<file path="config.mk">
export PLATFORM = sky130hd
export DESIGN_NAME = osc_tick_gen
export DESIGN_NICKNAME = d
export VERILOG_FILES = /design/src/rtl/osc_tick_pkg.sv /design/src/rtl/osc_tick_channel.sv /design/src/rtl/osc_tick_gen.sv
export SDC_FILE = /design/constraint.sdc
export NUM_CORES = 1
export LEC_CHECK = 0
export CELL_PAD_IN_SITES_DETAIL_PLACEMENT = 1
export CELL_PAD_IN_SITES_GLOBAL_PLACEMENT = 1
export CORE_MARGIN = 10
export CORE_UTILIZATION = 45
export DETAILED_ROUTE_END_ITERATION = 16
export PLACE_DENSITY_LB_ADDON = 0.1
export SLEW_MARGIN = 15
export SYNTH_ARGS = -nofsm -noshare
export SYNTH_HDL_FRONTEND = slang
export SYNTH_HIERARCHICAL = 1
export SYNTH_SLANG_ARGS = --single-unit
</file>
<file path="constraint.sdc">
create_clock -name clk -period 2.6 [get_ports clk]
set_clock_uncertainty 0.2 [all_clocks]
set_input_delay 0.26 -clock clk [delete_from_list [all_inputs] [get_ports clk]]
set_output_delay 0.26 -clock clk [all_outputs]
set_load 0.02 [all_outputs]
</file>
<file path="src/rtl/osc_tick_pkg.sv">
// Shared constants and helpers for the HF-oscillator tick generator.
package osc_tick_pkg;

    localparam int HF_CLK_HZ = 6_000_000;

    // Divisor that yields target_hz ticks from the HF oscillator; 0 for an invalid target.
    function automatic int div_for_hz(input int target_hz);
        return (target_hz > 0) ? HF_CLK_HZ / target_hz : 0;
    endfunction

    function automatic int ch_idx_w(input int num_ch);
        return (num_ch > 1) ? $clog2(num_ch) : 1;
    endfunction

endpackage

</file>
<file path="src/rtl/osc_tick_channel.sv">
// One tick channel: divisor register, down-counter with terminal-count tick, and a square-wave flop.
module osc_tick_channel #(
    parameter int                DIV_W       = 24,
    parameter logic [DIV_W-1:0]  DEFAULT_DIV = DIV_W'(6000)
) (
    input  logic             clk,
    input  logic             rst_n,
    input  logic             hold,
    input  logic             restart,
    input  logic             wr_sel,
    input  logic [DIV_W-1:0] wr_div,
    output logic             tick,
    output logic             sq
);

    localparam logic [DIV_W-1:0] ONE = DIV_W'(1);

    logic [DIV_W-1:0] div_q;
    logic [DIV_W-1:0] cnt_q;

    // A disabled channel (divisor 0) parks its counter at 0.
    function automatic logic [DIV_W-1:0] reload_of(input logic [DIV_W-1:0] d);
        return (d == '0) ? '0 : d - ONE;
    endfunction

    always_ff @(posedge clk or negedge rst_n) begin
        if (!rst_n) begin
            div_q <= DEFAULT_DIV;
            cnt_q <= reload_of(DEFAULT_DIV);
            tick  <= 1'b0;
            sq    <= 1'b0;
        end else begin
            tick <= 1'b0;
            if (wr_sel) begin
                div_q <= wr_div;
                cnt_q <= reload_of(wr_div);
            end else if (hold || restart || (div_q == '0)) begin
                cnt_q <= reload_of(div_q);
            end else if (cnt_q == '0) begin
                tick  <= 1'b1;
                sq    <= ~sq;
                cnt_q <= reload_of(div_q);
            end else begin
                cnt_q <= cnt_q - ONE;
            end
        end
    end

endmodule

</file>
<file path="src/rtl/osc_tick_gen.sv">
// Multi-channel clock-enable generator with a startup hold that masks ticks until the oscillator settles.
module osc_tick_gen
    import osc_tick_pkg::*;
#(
    parameter int NUM_CH         = 4,
    parameter int DIV_W          = 24,
    parameter int DEFAULT_DIV    = div_for_hz(1000),
    parameter int STARTUP_CYCLES = 1024
) (
    input  logic                        clk,
    input  logic                        rst_n,
    input  logic                        wr_en,
    input  logic [ch_idx_w(NUM_CH)-1:0] wr_ch,
    input  logic [DIV_W-1:0]            wr_div,
    output logic                        wr_err,
    input  logic                        sync,
    output logic                        ready,
    output logic [NUM_CH-1:0]           tick,
    output logic [NUM_CH-1:0]           sq
);

    localparam int                CH_W     = ch_idx_w(NUM_CH);
    localparam int                SU_W     = $clog2(STARTUP_CYCLES + 1);
    localparam logic [SU_W-1:0]   SU_LAST  = SU_W'(STARTUP_CYCLES - 1);
    localparam logic [CH_W:0]     NUM_CH_V = (CH_W + 1)'(NUM_CH);

    logic [SU_W-1:0] startup_q;
    logic [CH_W:0]   wr_ch_x;
    logic            wr_valid;

    // Extra bit lets the range check cover NUM_CH values that fill the index width exactly.
    assign wr_ch_x  = {1'b0, wr_ch};
    assign wr_valid = wr_en && (wr_ch_x < NUM_CH_V);

    always_ff @(posedge clk or negedge rst_n) begin
        if (!rst_n) begin
            startup_q <= '0;
            ready     <= 1'b0;
            wr_err    <= 1'b0;
        end else begin
            wr_err <= wr_en && !wr_valid;
            if (!ready) begin
                if (startup_q == SU_LAST) begin
                    ready <= 1'b1;
                end else begin
                    startup_q <= startup_q + SU_W'(1);
                end
            end
        end
    end

    for (genvar i = 0; i < NUM_CH; i++) begin : g_ch
        logic wr_sel;
        assign wr_sel = wr_valid && (wr_ch_x == (CH_W + 1)'(i));

        osc_tick_channel #(
            .DIV_W       (DIV_W),
            .DEFAULT_DIV (DIV_W'(DEFAULT_DIV))
        ) u_ch (
            .clk     (clk),
            .rst_n   (rst_n),
            .hold    (!ready),
            .restart (sync),
            .wr_sel  (wr_sel),
            .wr_div  (wr_div),
            .tick    (tick[i]),
            .sq      (sq[i])
        );
    end

endmodule

</file>
==> results of run 1 <==
-- cell families (layout without fill, tap and decap cells) --
family / after synthesis / after routing / synth area share (%)
adder cells (fa/ha/maj): 25 / 25 / 2.09
XOR/XNOR: 196 / 196 / 11.5
other: 1 / 1 / 0.0251
buffers and inverters: 99 / 402 / 3.11
AND/OR/NAND/NOR: 620 / 620 / 24.6
AO/OA/AOI/OAI: 236 / 236 / 13.1
multiplexers: 130 / 130 / 9.61
flip-flops: 212 / 212 / 36.1
-- state kept, by name (all words and copies together) (netlist names) --
name	flops
ready	1
g_ch.u_ch/cnt_q	96
startup_q	11
g_ch.u_ch/div_q	96
g_ch.u_ch/sq	4
g_ch.u_ch/tick	4
-- power breakdown --
group	total [mW]	internal, mW	leakage [nW]	switching (mW)
sequential	4.91	4.10	2.45	0.817
combinational	3.35	1.66	4.29	1.69
clock	3.83	2.34	0.449	1.49
total	12.1	8.09	7.19	4.00
-- worst max-delay path: stages, from the launching register on --
cell,delay [ps]
dfstp_2,380
or4_4,530
or4_4,580
o31ai_4,360
buf_12,200
mux2_4,310
o22ai_2,80
-- per-layer routing --
| metal | vias to the layer above | GRT usage, % |
|---|---|---|
| met5 | - | 0 |
| met4 | 0 | 8.02 |
| met3 | 93 | 3.41 |
| met2 | 283 | 42.3 |
| met1 | 7080 | 32.7 |
| li1 | 6348 | - |
-- what timing repair did --
item,4_1_cts,5_1_grt
hold buffers,1,0
hold endpoints to repair,156,0
buffers inserted,4,3
gates resized for setup,42,69
setup endpoints to repair,55,59
pin swaps,16,33
gates cloned,1,1
-- stage by stage --
step,hold slack [ps],std cells,cell area [sq um],power (mW)
global route,153,2264,19500,12.7
CTS,113,2262,19100,12.0
global placement,66.8,2208,18000,7.87
floorplan,-236,1519,15000,6.59
detailed placement,75.7,2208,18000,8.05
finish,106,2264,19500,12.1
-- cell type report --
class | count | area, sq um
Timing Repair Buffer | 314 | 2820
Fill cell | 3604 | 13100
Clock buffer | 38 | 767
Inverter | 39 | 146
Tap cell | 442 | 553
Multi-Input combinational cell | 1208 | 9670
Clock inverter | 11 | 130
Sequential cell | 212 | 5390
-- layout by cell type, fill, tap and decap left out, drive strengths merged, types with 25 or more instances in the layout --
cell type and instances:
o31a 28, ha 25, nor4 96, o32ai 30, clkbuf 38, nor2 117
xor2 67, dfstp 68, nand4 39, mux2 99, o22ai 30, mux2i 31
inv 39, or3 38, clkdlybuf4s50 37, or4 40, o21ai 41, nand2 68
buf 276, dfrtp 144, nand3 46, xnor2 129, nor3 78
-- final timing paths --
check | depth (start not counted) | endpoint | slack [ps] | from
hold reg to reg | 1 | g_ch[1].u_ch/sq | 260 | g_ch[1].u_ch/sq
setup / recovery | 6 | g_ch[1].u_ch/cnt_q[1] | -130 | g_ch[1].u_ch/cnt_q[9]
min in group clk | 1 | g_ch[1].u_ch/sq | 260 | g_ch[1].u_ch/sq
setup reg to reg | 6 | g_ch[1].u_ch/cnt_q[1] | -130 | g_ch[1].u_ch/cnt_q[9]
hold / removal | 2 | g_ch[3].u_ch/cnt_q[13] | 110 | rst_n
max in group asynchronous | 3 | g_ch[2].u_ch/cnt_q[6] | 1310 | rst_n
==> impl_metrics.py, run 1 <==
metrics = {
    "routing": {
        "wl_met1_um": 23600,
        "vias": 13800,
        "drc": 0,
        "post_drt_wl_per_cell_um": 23.5,
        "vias_per_cell": 6.10,
        "wl_met2_um": 26000,
        "drtAntennaViolNets": 0,
        "drt_iter0_drc": 731,
        "wl_um": 53200,
        "firstDrtPassIters": 5,
        "wl_met3_um": 1920,
        "top_layer": "met4",
    },
    "synthesis": {
        "syn_area_sq_mm": 0.0149,
        "yosysMostFrequentCell": "dfrtp_1",
        "synth.distinct_cells": 73,
        "syn_area_per_cell_sq_um": 9.84,
        "synthCells": 1519,
        "synthTopCellsByCount": "dfrtp_1 (144), xnor2_1 (129), nor2_1 (117), mux2_2 (96)",
        "async_reset_ff_share_pct": 100,
        "ys_warn_count": 6,
        "ys_top_cells_by_area": "dfrtp_1 (24%), dfstp_2 (12%), xnor2_1 (7.6%), mux2_2 (7.2%), xor2_1 (3.9%)",
        "synthFlopType": "dfrtp_1",
        "synth_seq_cells": 212,
        "yosysTopAreaCell": "dfrtp_1",
        "syn-num-nets": 1574,
        "ys_seq_area_share_pct": 36.1,
        "synth_edf_count": 0,
        "yosysTopAreaCellShare_pct": 24.1,
    },
    "clocking": {
        "numClockSinks": 212,
        "clkSlewWorstSetupHoldPaths_ps": 60,
        "cts_tree": "yes",
        "cts_max_path_buffers": 3,
        "htreeDepth": 1,
        "clk_latency_ps": 540,
        "cts_root_buf": "clkbuf_16",
        "numCtsBuffers": 27,
    },
    "cells_and_area": {
        "drive_above_1_share_pct": 35.6,
        "antenna_cells": 0,
        "area_delta_synth_final_pct": 30.3,
        "final_nets": 1857,
        "finish.utilization_pct": 59.7,
    },
    "die": {
        "die_x_um": 202,
        "die_h_um": 202,
        "rows": 66,
        "io_pins": 40,
        "core_area_sq_mm": 0.0326,
        "die-area_sq_mm": 0.0409,
        "start_util_pct": 45.8,
    },
    "sta": {
        "hold_viol": 0,
        "drv_slew": 0,
        "fin_crit_sh_pct": 105,
        "max-slew-margin-rel_pct": 55.9,
        "setup_ws_ps": -130,
        "fmax_mhz": 366,
        "fin_tns_setup_ps": -2130,
        "finalSetupViolCount": 41,
        "worstMarginPinSlew_ps": 655,
        "layout_min_cycle_time_ps": 2730,
        "rsz0062_at_grt": "yes",
    },
    "power": {
        "power.density_mw_per_mm2": 621,
        "ir_drop_mv": 0.542,
        "p_leak_nw": 7.19,
    },
    "worst_setup_path": {
        "cp.required_ps": 2870,
        "path_class": "reg -> reg",
        "critPathMaxFanout": 8,
        "critPathLaunchType": "flip-flop",
        "crit_arrival_ps": 3000,
        "critPathCaptureType": "flip-flop",
    },
    "placed_design": {
        "io_buffers": 38,
        "gp_congestion": 0.892,
        "dp_slack_ps": -378,
        "dp.final_hpwl_um": 39900,
    },
    "global_route": {
        "grt_first_pass_wirelength_um": 83400,
        "gr-total-overflow": 0,
        "grt_pass1_vias": 14800,
        "antenna_found_initial": 0,
        "grt_usage_pct": 25.1,
        "grt_max_degree": 68,
    },
    "worst_hold_path": {
        "holdCritPathClass": "in -> async",
    },
    "run": {
        "max_cap_violations": 0,
    },
    "status": {
        "violations": "negative setup slack",
        "run_status": "finished with violations",
    },
}
No activity file was read; power rests on OpenSTA's default activity.
==> run 2, diff against run 1 <==
CORE_ASPECT_RATIO = 0.9   (was default)
==> run 2 against run 1 <==
  * Flip-flop and latch count did not move
  * Combinational power is essentially flat
  * Worst setup slack better by 59 ps
  * Final area decreased by 1.1%
  * Wire length grew 2.8%
  * Clock-buffer cell count is 1 higher
  * The flow still finishes with violations (negative setup slack)
  * Die area is essentially flat
  * Cell count shrank 2.0%
  * Sequential power is essentially flat
  * Critical path depth grew 1
  * Sequential share of layout area increased by 0.32 points
  * Largest power group unchanged
  * Largest cell class unchanged
  * Global-route usage rose by 1.1 points
==> impl_metrics.py, run 2 (same netlist as run 1, synthesis figures left out) <==
metrics = {
    "status": {
        "run_status": "finished with violations",
        "violations": "negative setup slack",
    },
    "run": {
        "max_cap_violations": 0,
    },
    "cells_and_area": {
        "area_delta_synth_final_pct": 28.8,
        "fin_area_sq_mm": 0.0193,
        "final_nets": 1831,
        "reg.largest.list": "g_ch.u_ch/cnt_q: 96 flops, g_ch.u_ch/div_q: 96 flops, startup_q: 11 flops",
        "final_common_cell": "buf_4",
        "mostFrequentLayoutCells": "buf_4 (210), dfrtp_1 (144), xnor2_1 (127), nor2_1 (98), mux2_2 (94)",
        "fill_cells": 3545,
        "drive_above_1_share_pct": 34.6,
    },
    "placed_design": {
        "gp_congestion": 0.921,
        "io_buffers": 38,
        "dp.final_hpwl_um": 40000,
        "placed_area_sq_mm": 0.0177,
    },
    "routing": {
        "post_drt_wl_per_cell_um": 24.7,
        "wl_um": 54700,
        "drtAntennaViolNets": 0,
        "drc": 0,
        "vias": 13700,
        "vias_per_cell": 6.18,
        "drt_iter0_drc": 912,
        "firstDrtPassIters": 5,
    },
    "worst_setup_path": {
        "r2r_cells": 7,
        "crit_chain": "or4_4 > or4_4 > buf_12 > buf_16 > or3_4 > nand3_2 > a32o_1",
        "cp.required_ps": 2880,
        "regToRegSetupSlack_ps": -70,
        "crit_path_frequent_cell": "or4_4",
        "crit_buf_inv": 2,
        "crit_arrival_ps": 2950,
        "critPathMaxFanout": 7,
        "r2r-start": "g_ch[1].u_ch/cnt_q[8]",
        "critPathTopFamily": "simple AND/OR/NAND/NOR gates",
        "critPathCaptureType": "flip-flop",
        "critPathLaunchType": "flip-flop",
        "cp_slowest_stage_delay_ps": 590,
        "path_class": "reg -> reg",
        "r2r_end": "g_ch[1].u_ch/cnt_q[16]",
        "crit_path_top_delay_cell": "or4_4",
    },
    "die": {
        "core_area_sq_mm": 0.0329,
        "die-area_sq_mm": 0.0409,
        "io_pins": 40,
        "start_util_pct": 45.5,
        "rows": 63,
        "die_h_um": 193,
        "die_x_um": 212,
    },
    "power": {
        "finalPower_mw": 11.9,
        "power_frac_clock_pct": 30.9,
        "p_sw_mw": 4.00,
        "netSwitchingFraction_pct": 33.5,
        "ir_drop_mv": 0.526,
        "pwr-share-seq_pct": 41.0,
        "intPower_mw": 7.93,
        "p_leak_nw": 7.04,
        "power_frac_comb_pct": 28.1,
        "power.density_mw_per_mm2": 620,
    },
    "clocking": {
        "cts_max_path_buffers": 3,
        "clk_latency_ps": 560,
        "clkSlewWorstSetupHoldPaths_ps": 60,
        "cts_tree": "yes",
        "cts_root_buf": "clkbuf_16",
        "numClockSinks": 212,
        "numCtsBuffers": 26,
        "htreeDepth": 1,
    },
    "sta": {
        "worstMarginPinSlew_ps": 836,
        "finalSetupViolCount": 34,
        "setup_ws_ps": -71.3,
        "fmax_mhz": 374,
        "drv_slew": 0,
        "fin_tns_setup_ps": -1260,
        "layout_min_cycle_time_ps": 2670,
        "rsz0062_at_grt": "yes",
        "max-slew-margin-rel_pct": 44.2,
        "hold_viol": 0,
        "fin_crit_sh_pct": 103,
    },
    "global_route": {
        "antenna_found_initial": 1,
        "grt_pass1_vias": 14400,
        "grt_usage_pct": 26.2,
        "grt_first_pass_wirelength_um": 84300,
        "grt_max_degree": 71,
        "gr-total-overflow": 0,
    },
    "worst_hold_path": {
        "holdCritPathClass": "in -> async",
    },
}
run 2: cell types whose count changed in the layout (fill, tap and decap cells not counted), sizes merged:
cell      before  now
clkinvlp       0    5
clkbuf        38   39
buf          276  251
diode          0    1
bufinv         3    2
clkinv         8    2
run 2: power groups by stage:
stage	sequential, mW	clock [mW]	combinational [mW]
after floorplan	4.71	0	1.88
after global placement	4.86	0	3.02
after detailed placement	4.92	0	3.13
after CTS	4.87	3.76	3.24
after global routing	5.00	3.92	3.62
final	4.89	3.69	3.35
run 2: through the flow:
stage | setup WS, ps | std cells | util [%] | hold WS, ps
detailed placement | -402 | 2161 | 53.9 | 70.7
global route | -137 | 2219 | 58.6 | 109
floorplan | -28.5 | 1519 | - | -236
CTS | -103 | 2214 | 57.6 | 85.8
finish | -71.3 | 2219 | 58.6 | 67.9
global placement | -262 | 2161 | 53.9 | 68.7
run 2: repair_timing:
item / 4_1_cts / 5_1_grt
resized for setup: 58 / 60
hold endpoints to repair: 157 / 0
hold buffers: 1 / 0
setup buffers: 2 / 4
pin swaps: 20 / 20
setup endpoints to repair: 47 / 59
cloned: 2 / 0
run 2: worst max path at each step:
stage | from | to | slack [ps] | depth (start not counted)
after floorplan | g_ch[1].u_ch/cnt_q[7] | g_ch[1].u_ch/cnt_q[18] | -30 | 6
after global placement | wr_div[0] | g_ch[3].u_ch/cnt_q[18] | -260 | 10
after detailed placement | wr_div[1] | g_ch[3].u_ch/cnt_q[20] | -400 | 10
after CTS | g_ch[0].u_ch/cnt_q[9] | g_ch[0].u_ch/cnt_q[18] | -100 | 6
after global routing | g_ch[0].u_ch/cnt_q[12] | g_ch[0].u_ch/cnt_q[22] | -140 | 6
final | g_ch[1].u_ch/cnt_q[8] | g_ch[1].u_ch/cnt_q[16] | -70 | 7
run 2: layout make-up:
cell class / instances / area (sq um) / share of cell area (%)
flip-flops and latches: 212 / 5390 / 28.0
clock inverters: 9 / 108 / 0.559
multi-input cells: 1208 / 9650 / 50.1
clock buffers: 39 / 751 / 3.90
inverters: 39 / 146 / 0.760
well taps: 422 / 528 / 2.74
repair buffers: 289 / 2680 / 13.9
diodes: 1 / 2.50 / 0.0130
run 2: routing by layer:
| metal | GRT usage, % | routed length, um |
|---|---|---|
| met5 | 0 | 0 |
| met4 | 9.95 | 2100 |
| met3 | 3.85 | 2670 |
| met2 | 42.7 | 25600 |
| met1 | 34.7 | 24400 |
==> edit 1 (config.mk and constraints of run 2) <==
Remove the register `wr_err`: a continuous assignment takes its place, so the output `wr_err` follows one clock earlier.
--- a/src/rtl/osc_tick_gen.sv
+++ b/src/rtl/osc_tick_gen.sv
@@ -37,7 +37,5 @@
             startup_q <= '0;
             ready     <= 1'b0;
-            wr_err    <= 1'b0;
         end else begin
-            wr_err <= wr_en && !wr_valid;
             if (!ready) begin
                 if (startup_q == SU_LAST) begin
@@ -49,4 +47,6 @@
         end
     end
+
+    assign wr_err = wr_en && !wr_valid;
 
     for (genvar i = 0; i < NUM_CH; i++) begin : g_ch
Formal check against the unedited RTL: no difference found for any inputs over 10 cycles, from zero or initial values and one cycle with rst_n low; that may be too few to reach the edited logic, so the function may still have changed.
==> edit 1 against run 2 <==
- the flow still finishes with violations (setup timing)
- wire length shrank 1.7%
- final area grew 0.20%
- non-clock buffer count increased by 5
- area after synthesis down 0.52%
- worst hold slack better by 0.034 ns
- first-iteration DRC count rose by 14%
- power down 0.24%
- sequential cell count stayed put
- setup slack got worse by 0.074 ns
- critical endpoint is now g_ch[1].u_ch/cnt_q[1]$_DFF_PN1_
- highest routed layer unchanged
==> edit 1: results (changes against run 2) <==
| Metric | Value |
|---|---|
| Status | `finished with violations (unchanged)` |
| Failing checks | `setup timing (unchanged)` |
| Slowest cell on crit path | `or4_4 (unchanged)` |
| Final WS setup | `-0.145 ns (was -0.0713 ns)` |
| CP delay by family, top | `simple AND/OR/NAND/NOR gates (unchanged)` |
| Synth top area cells | `dfrtp_1 24%, dfstp_2 12%, xnor2_1 7.7% (was dfrtp_1 24%, dfstp_2 12%, xnor2_1 7.6%)` |
| Clock buffer depth | `3 (unchanged)` |
| Vias | `13700 (about the same)` |
| Crit path capture type | `flop (unchanged)` |
| Later-pin clock latency in the skew report | `0.56 ns (about the same)` |
| First-pass GRT wire length | `82.2 mm (was 84.3 mm)` |
| Setup Viol. Count Final | `37 (was 34)` |
| Post-Syn Nets | `1564 (was 1574)` |
| CTS Buf Count | `25 (was 26)` |
| Fillers | `3530 (was 3545)` |
| Nets | `1826 (was 1831)` |
| Largest net degree at the start of global routing | `73 (was 71)` |
| Arr. time, crit path | `3.03 ns (was 2.95 ns)` |
| DR pass1 iterations | `5 (unchanged)` |
| FF-to-FF End | `g_ch[1].u_ch/cnt_q[1]$_DFF_PN1_ (was g_ch[1].u_ch/cnt_q[16]$_DFF_PN0_)` |
| Reg clk slew, reported paths | `0.06 ns (about the same)` |
| Crit path largest cell delay | `0.57 ns (was 0.59 ns)` |
| Post-synthesis sequential area ratio | `0.362 (was 0.361)` |
| Reg-to-Reg Start | `g_ch[1].u_ch/cnt_q[17]$_DFF_PN0_ (was g_ch[1].u_ch/cnt_q[8]$_DFF_PN1_)` |
| I/O Buffers | `38 (unchanged)` |
| Biggest regs | `g_ch.u_ch/cnt_q (96), g_ch.u_ch/div_q (96), startup_q (11) (unchanged)` |
| Synth unique cells | `74 (was 73)` |
| Post-place setup slack | `-0.341 ns (was -0.402 ns)` |
| GPL Wtd Cong | `0.909 (was 0.921)` |
| Switching Fraction | `0.340 (was 0.335)` |
| Gr usage total | `0.256 (was 0.262)` |
| Slew at the pin with the worst max-slew slack | `0.734 ns (was 0.836 ns)` |
| R2R depth | `7 (unchanged)` |
| Detail Placement HPWL | `39.9 mm (was 40.0 mm)` |
| Fraction of layout cells with a size suffix above 1 | `0.360 (was 0.346)` |
| Initial antenna violation count | `1 (unchanged)` |
| Htree depth | `1 (unchanged)` |
| DRT iter0 DRCs | `1044 (was 912)` |
| Root Buffer | `clkbuf_16 (unchanged)` |
| DRT Wirelength | `53.8 mm (was 54.7 mm)` |
| Static Leak | `7.04 nW (about the same)` |
| Yosys warnings | `6 (unchanged)` |
| GRT overflow | `0 (unchanged)` |
| Final setup TNS | `-2.12 ns (was -1.26 ns)` |
| Post-synth top cells | `144 x dfrtp_1, 131 x xnor2_1, 119 x nor2_1 (was 144 x dfrtp_1, 129 x xnor2_1, 117 x nor2_1)` |
| Worst hold path class | `in2async (unchanged)` |
| Worst Path Max Fanout | `6 (was 7)` |
| Worst VDD drop | `0.000496 V (was 0.000526 V)` |
| Ys async rst share | `1.00 (unchanged)` |
edit 1: kinds of logic after synthesis:
group | after synthesis | synth area share
other | 1 | 0.000252
AND/OR/NAND/NOR | 618 | 0.245
flip-flops | 212 | 0.362
AO/OA/AOI/OAI | 230 | 0.129
buffers and inverters | 95 | 0.0298
XOR/XNOR | 200 | 0.118
adder cells (fa/ha/maj) | 25 | 0.0210
multiplexers | 128 | 0.0952
edit 1: how the worst max path moves through the flow:
stage / startpoint / to / slack (ns) / depth (start not counted)
finish: g_ch[1].u_ch/cnt_q[17]$_DFF_PN0_ / g_ch[1].u_ch/cnt_q[1]$_DFF_PN1_ / -0.15 / 7
global route: g_ch[0].u_ch/cnt_q[9]$_DFF_PN1_ / g_ch[0].u_ch/cnt_q[18]$_DFF_PN0_ / -0.18 / 5
detailed placement: wr_div[16] / g_ch[2].u_ch/cnt_q[18]$_DFF_PN0_ / -0.34 / 8
floorplan: g_ch[1].u_ch/cnt_q[7]$_DFF_PN0_ / g_ch[1].u_ch/cnt_q[18]$_DFF_PN0_ / -0.03 / 6
global placement: wr_div[18] / g_ch[2].u_ch/cnt_q[18]$_DFF_PN0_ / -0.24 / 8
CTS: g_ch[1].u_ch/cnt_q[9]$_DFF_PN1_ / g_ch[1].u_ch/cnt_q[20]$_DFF_PN0_ / -0.08 / 6
edit 1: layer usage:
metal / up-vias / global-route usage / share of wire
met3: 87 / 0.0367 / 0.052
met1: 6971 / 0.352 / 0.45
met2: 371 / 0.414 / 0.46
met4: 0 / 0.0696 / 0.032
met5: - / 0.00615 / 0
li1: 6274 / - / -
edit 1: layout make-up:
cell class | count | area share
diodes | 1 | 0.000130
clock buffers | 39 | 0.0389
clock inverters | 6 | 0.00305
inverters | 36 | 0.00700
multi-input cells | 1202 | 0.506
flip-flops and latches | 212 | 0.279
well taps | 422 | 0.0274
repair buffers | 294 | 0.138
edit 1: power groups by stage:
stage	logic, mW	registers [mW]	clock network (mW)
finish	3.49	4.89	3.52
global route	3.76	4.99	3.73
CTS	3.30	4.86	3.58
detailed placement	3.15	4.91	0
global placement	3.06	4.85	0
floorplan	1.88	4.71	0
edit 1: through the flow:
stage	util	total power [mW]	cell area (µm²)	cells	hold slack, ns
final	0.588	11.9	19300	2212	0.102
after global routing	0.588	12.5	19300	2212	0.149
after CTS	0.574	11.7	18800	2203	0.116
after detailed placement	0.538	8.06	17600	2155	0.0884
after global placement	0.538	7.91	17600	2155	0.0851
after floorplan	-	6.59	14900	1509	-0.236
edit 1: repair_timing:
action,CTS,global route
cloned,0,3
setup endpoints to repair,51,61
resized for setup,82,82
endpoints found under the hold margin,134,0
hold buffers,1,0
pin swaps,32,46
setup buffers,2,5
==> edit 2 (flow settings as in run 2) <==
Made on the original files. `NUM_CH`: 4 -> 2.
--- a/src/rtl/osc_tick_gen.sv
+++ b/src/rtl/osc_tick_gen.sv
@@ -3,5 +3,5 @@
     import osc_tick_pkg::*;
 #(
-    parameter int NUM_CH         = 4,
+    parameter int NUM_CH         = 2,
     parameter int DIV_W          = 24,
     parameter int DEFAULT_DIV    = div_for_hz(1000),
Interface: changed (resized sq, tick and wr_ch); port bits go from 40 to 35. No check against the original RTL was run, so the function may have changed too.
==> edit 2 against run 2 <==
- the run still ends with setup timing left
- clock power shrank 61%
- synthesized cell count shrank 48%
- largest cell class unchanged
- sequential cell count shrank 100
- wire length shrank 51%
- setup slack lost 0.030 ns
- critical endpoint is now g_ch[0].u_ch/cnt_q[16]$_DFF_PN0_
- die area shrank 44%
- power shrank 57%
- utilization shrank 0.20 points
- cell count shrank 48%
- area after synthesis shrank 48%
- combinational power shrank 59%
- maximum frequency shrank 1.1%
- final area shrank 49%
==> edit 2: results (changes against run 2) <==
| Metric | Value |
|---|---|
| Setup Viol. Count Final | `15 (was 34)` |
| Worst Path Max Fanout | `6 (was 7)` |
| Syn avg cell area | `9.91 µm² (was 9.84 µm²)` |
| Status | `finished with violations (unchanged)` |
| Synth top area cells | `dfrtp_1 25%, dfstp_2 11%, xnor2_1 7.4% (was dfrtp_1 24%, dfstp_2 12%, xnor2_1 7.6%)` |
| Final WS setup | `-0.102 ns (was -0.0713 ns)` |
| Post-synthesis mux area share | `0.0932 (was 0.0961)` |
| Largest net degree at the start of global routing | `69 (was 71)` |
| CTS Buf Count | `9 (was 26)` |
| Fillers | `1878 (was 3545)` |
| Arr. time, crit path | `2.74 ns (was 2.95 ns)` |
| Inst Count DP | `1128 (was 2161)` |
| Synth Area in Compound Gates | `0.130 (was 0.131)` |
| Worst VDD drop | `0.000308 V (was 0.000526 V)` |
| GPL Wtd Cong | `0.910 (was 0.921)` |
| Initial antenna violation count | `0 (was 1)` |
| Xor and xnor area share after synthesis | `0.113 (was 0.115)` |
| Fraction of layout cells with a size suffix above 1 | `0.334 (was 0.346)` |
| CP endpoint | `g_ch[0].u_ch/cnt_q[16]$_DFF_PN0_ (was g_ch[1].u_ch/cnt_q[16]$_DFF_PN0_)` |
| Post-placement cell area | `9250 µm² (was 17700 µm²)` |
| DRT iter0 DRCs | `449 (was 912)` |
| WL/cell | `23.2 µm (was 24.7 µm)` |
| DR vias/cell | `6.19 (was 6.18)` |
| Failing checks | `setup timing (unchanged)` |
| Synth unique cells | `72 (was 73)` |
| Reg clk slew, reported paths | `0.08 ns (was 0.06 ns)` |
| CP startpoint | `g_ch[0].u_ch/cnt_q[9]$_DFF_PN1_ (was g_ch[1].u_ch/cnt_q[8]$_DFF_PN1_)` |
| Worst slew margin | `0.569 (was 0.442)` |
| Detail Placement HPWL | `20.2 mm (was 40.0 mm)` |
| First-pass GRT wire length | `41.8 mm (was 84.3 mm)` |
| Gr usage total | `0.233 (was 0.262)` |
| I/O Buffers | `33 (was 38)` |
| Post-synthesis sequential area ratio | `0.366 (was 0.361)` |
==> edit 2: cell count changes after synthesis, moves of 35 or more <==
cell,change
dfrtp_1,-66
xnor2_1,-63
nor4_1,-38
mux2_2,-49
nor3_1,-39
nor2_1,-58
nand2_1,-35
==> edit 2: area by class of cell <==
cell class,instances,share of cell area
clock buffer,12,0.0272
clock inverter,4,0.00355
inverter,21,0.00799
multi-input combinational,619,0.501
sequential,112,0.289
tap,211,0.0268
timing repair buffer,170,0.145
==> edit 2: stage by stage <==
step	power [mW]	hold slack (ns)	utilization	TNS, ns	setup WS [ns]
after floorplan	3.04	-0.236	-	-0.0556	-0.0285
after CTS	5.15	0.275	0.575	-0.182	-0.0558
after detailed placement	3.66	0.122	0.548	-5.03	-0.219
after global placement	3.59	0.119	0.548	-2.60	-0.169
final	5.19	0.258	0.584	-0.520	-0.102
after global routing	5.44	0.305	0.584	-1.78	-0.166
==> edit 2: logic make-up (layout without fill, tap and decap cells) <==
| logic type | after synthesis | count (layout) |
|---|---|---|
| AO/OA/AOI/OAI | 121 | 121 |
| adder cells (fa/ha/maj) | 13 | 13 |
| buffers and inverters | 53 | 207 |
| multiplexers | 65 | 65 |
| AND/OR/NAND/NOR | 319 | 319 |
| other | 1 | 1 |
| flip-flops | 112 | 112 |
| XOR/XNOR | 100 | 100 |
==> edit 2: power breakdown <==
group,switching (mW),total [mW],leakage [nW],internal (mW)
logic,0.700,1.38,2.22,0.677
clock network,0.693,1.44,0.149,0.748
registers,0.327,2.37,1.30,2.04
==> edit 2: critical path, cell delays in order, from the launching register on <==
cell and delay, ns:
dfstp_2 0.38, or4_4 0.54, or4_4 0.56, o31ai_4 0.22
buf_6 0.18, buf_6 0.13, nand3_2 0.08, a32o_1 0.30
==> edit 2: per-layer routing <==
metal | GRT usage | wire, µm | vias to the layer above
met1 | 0.314 | 12300 | 3639
met4 | 0.0697 | 506 | 0
met3 | 0.0407 | 1120 | 37
li1 | - | - | 3277
met5 | 0 | 0 | -
met2 | 0.374 | 12700 | 165
==> edit 2: timing repair <==
item                                    CTS  global route
resized for setup                        26            25
gates cloned                              0             1
buffers inserted                          2             1
endpoints found under the setup margin   33            32
hold endpoints to repair                 34             0
pin swaps                                 9            12
hold buffers                              1             0
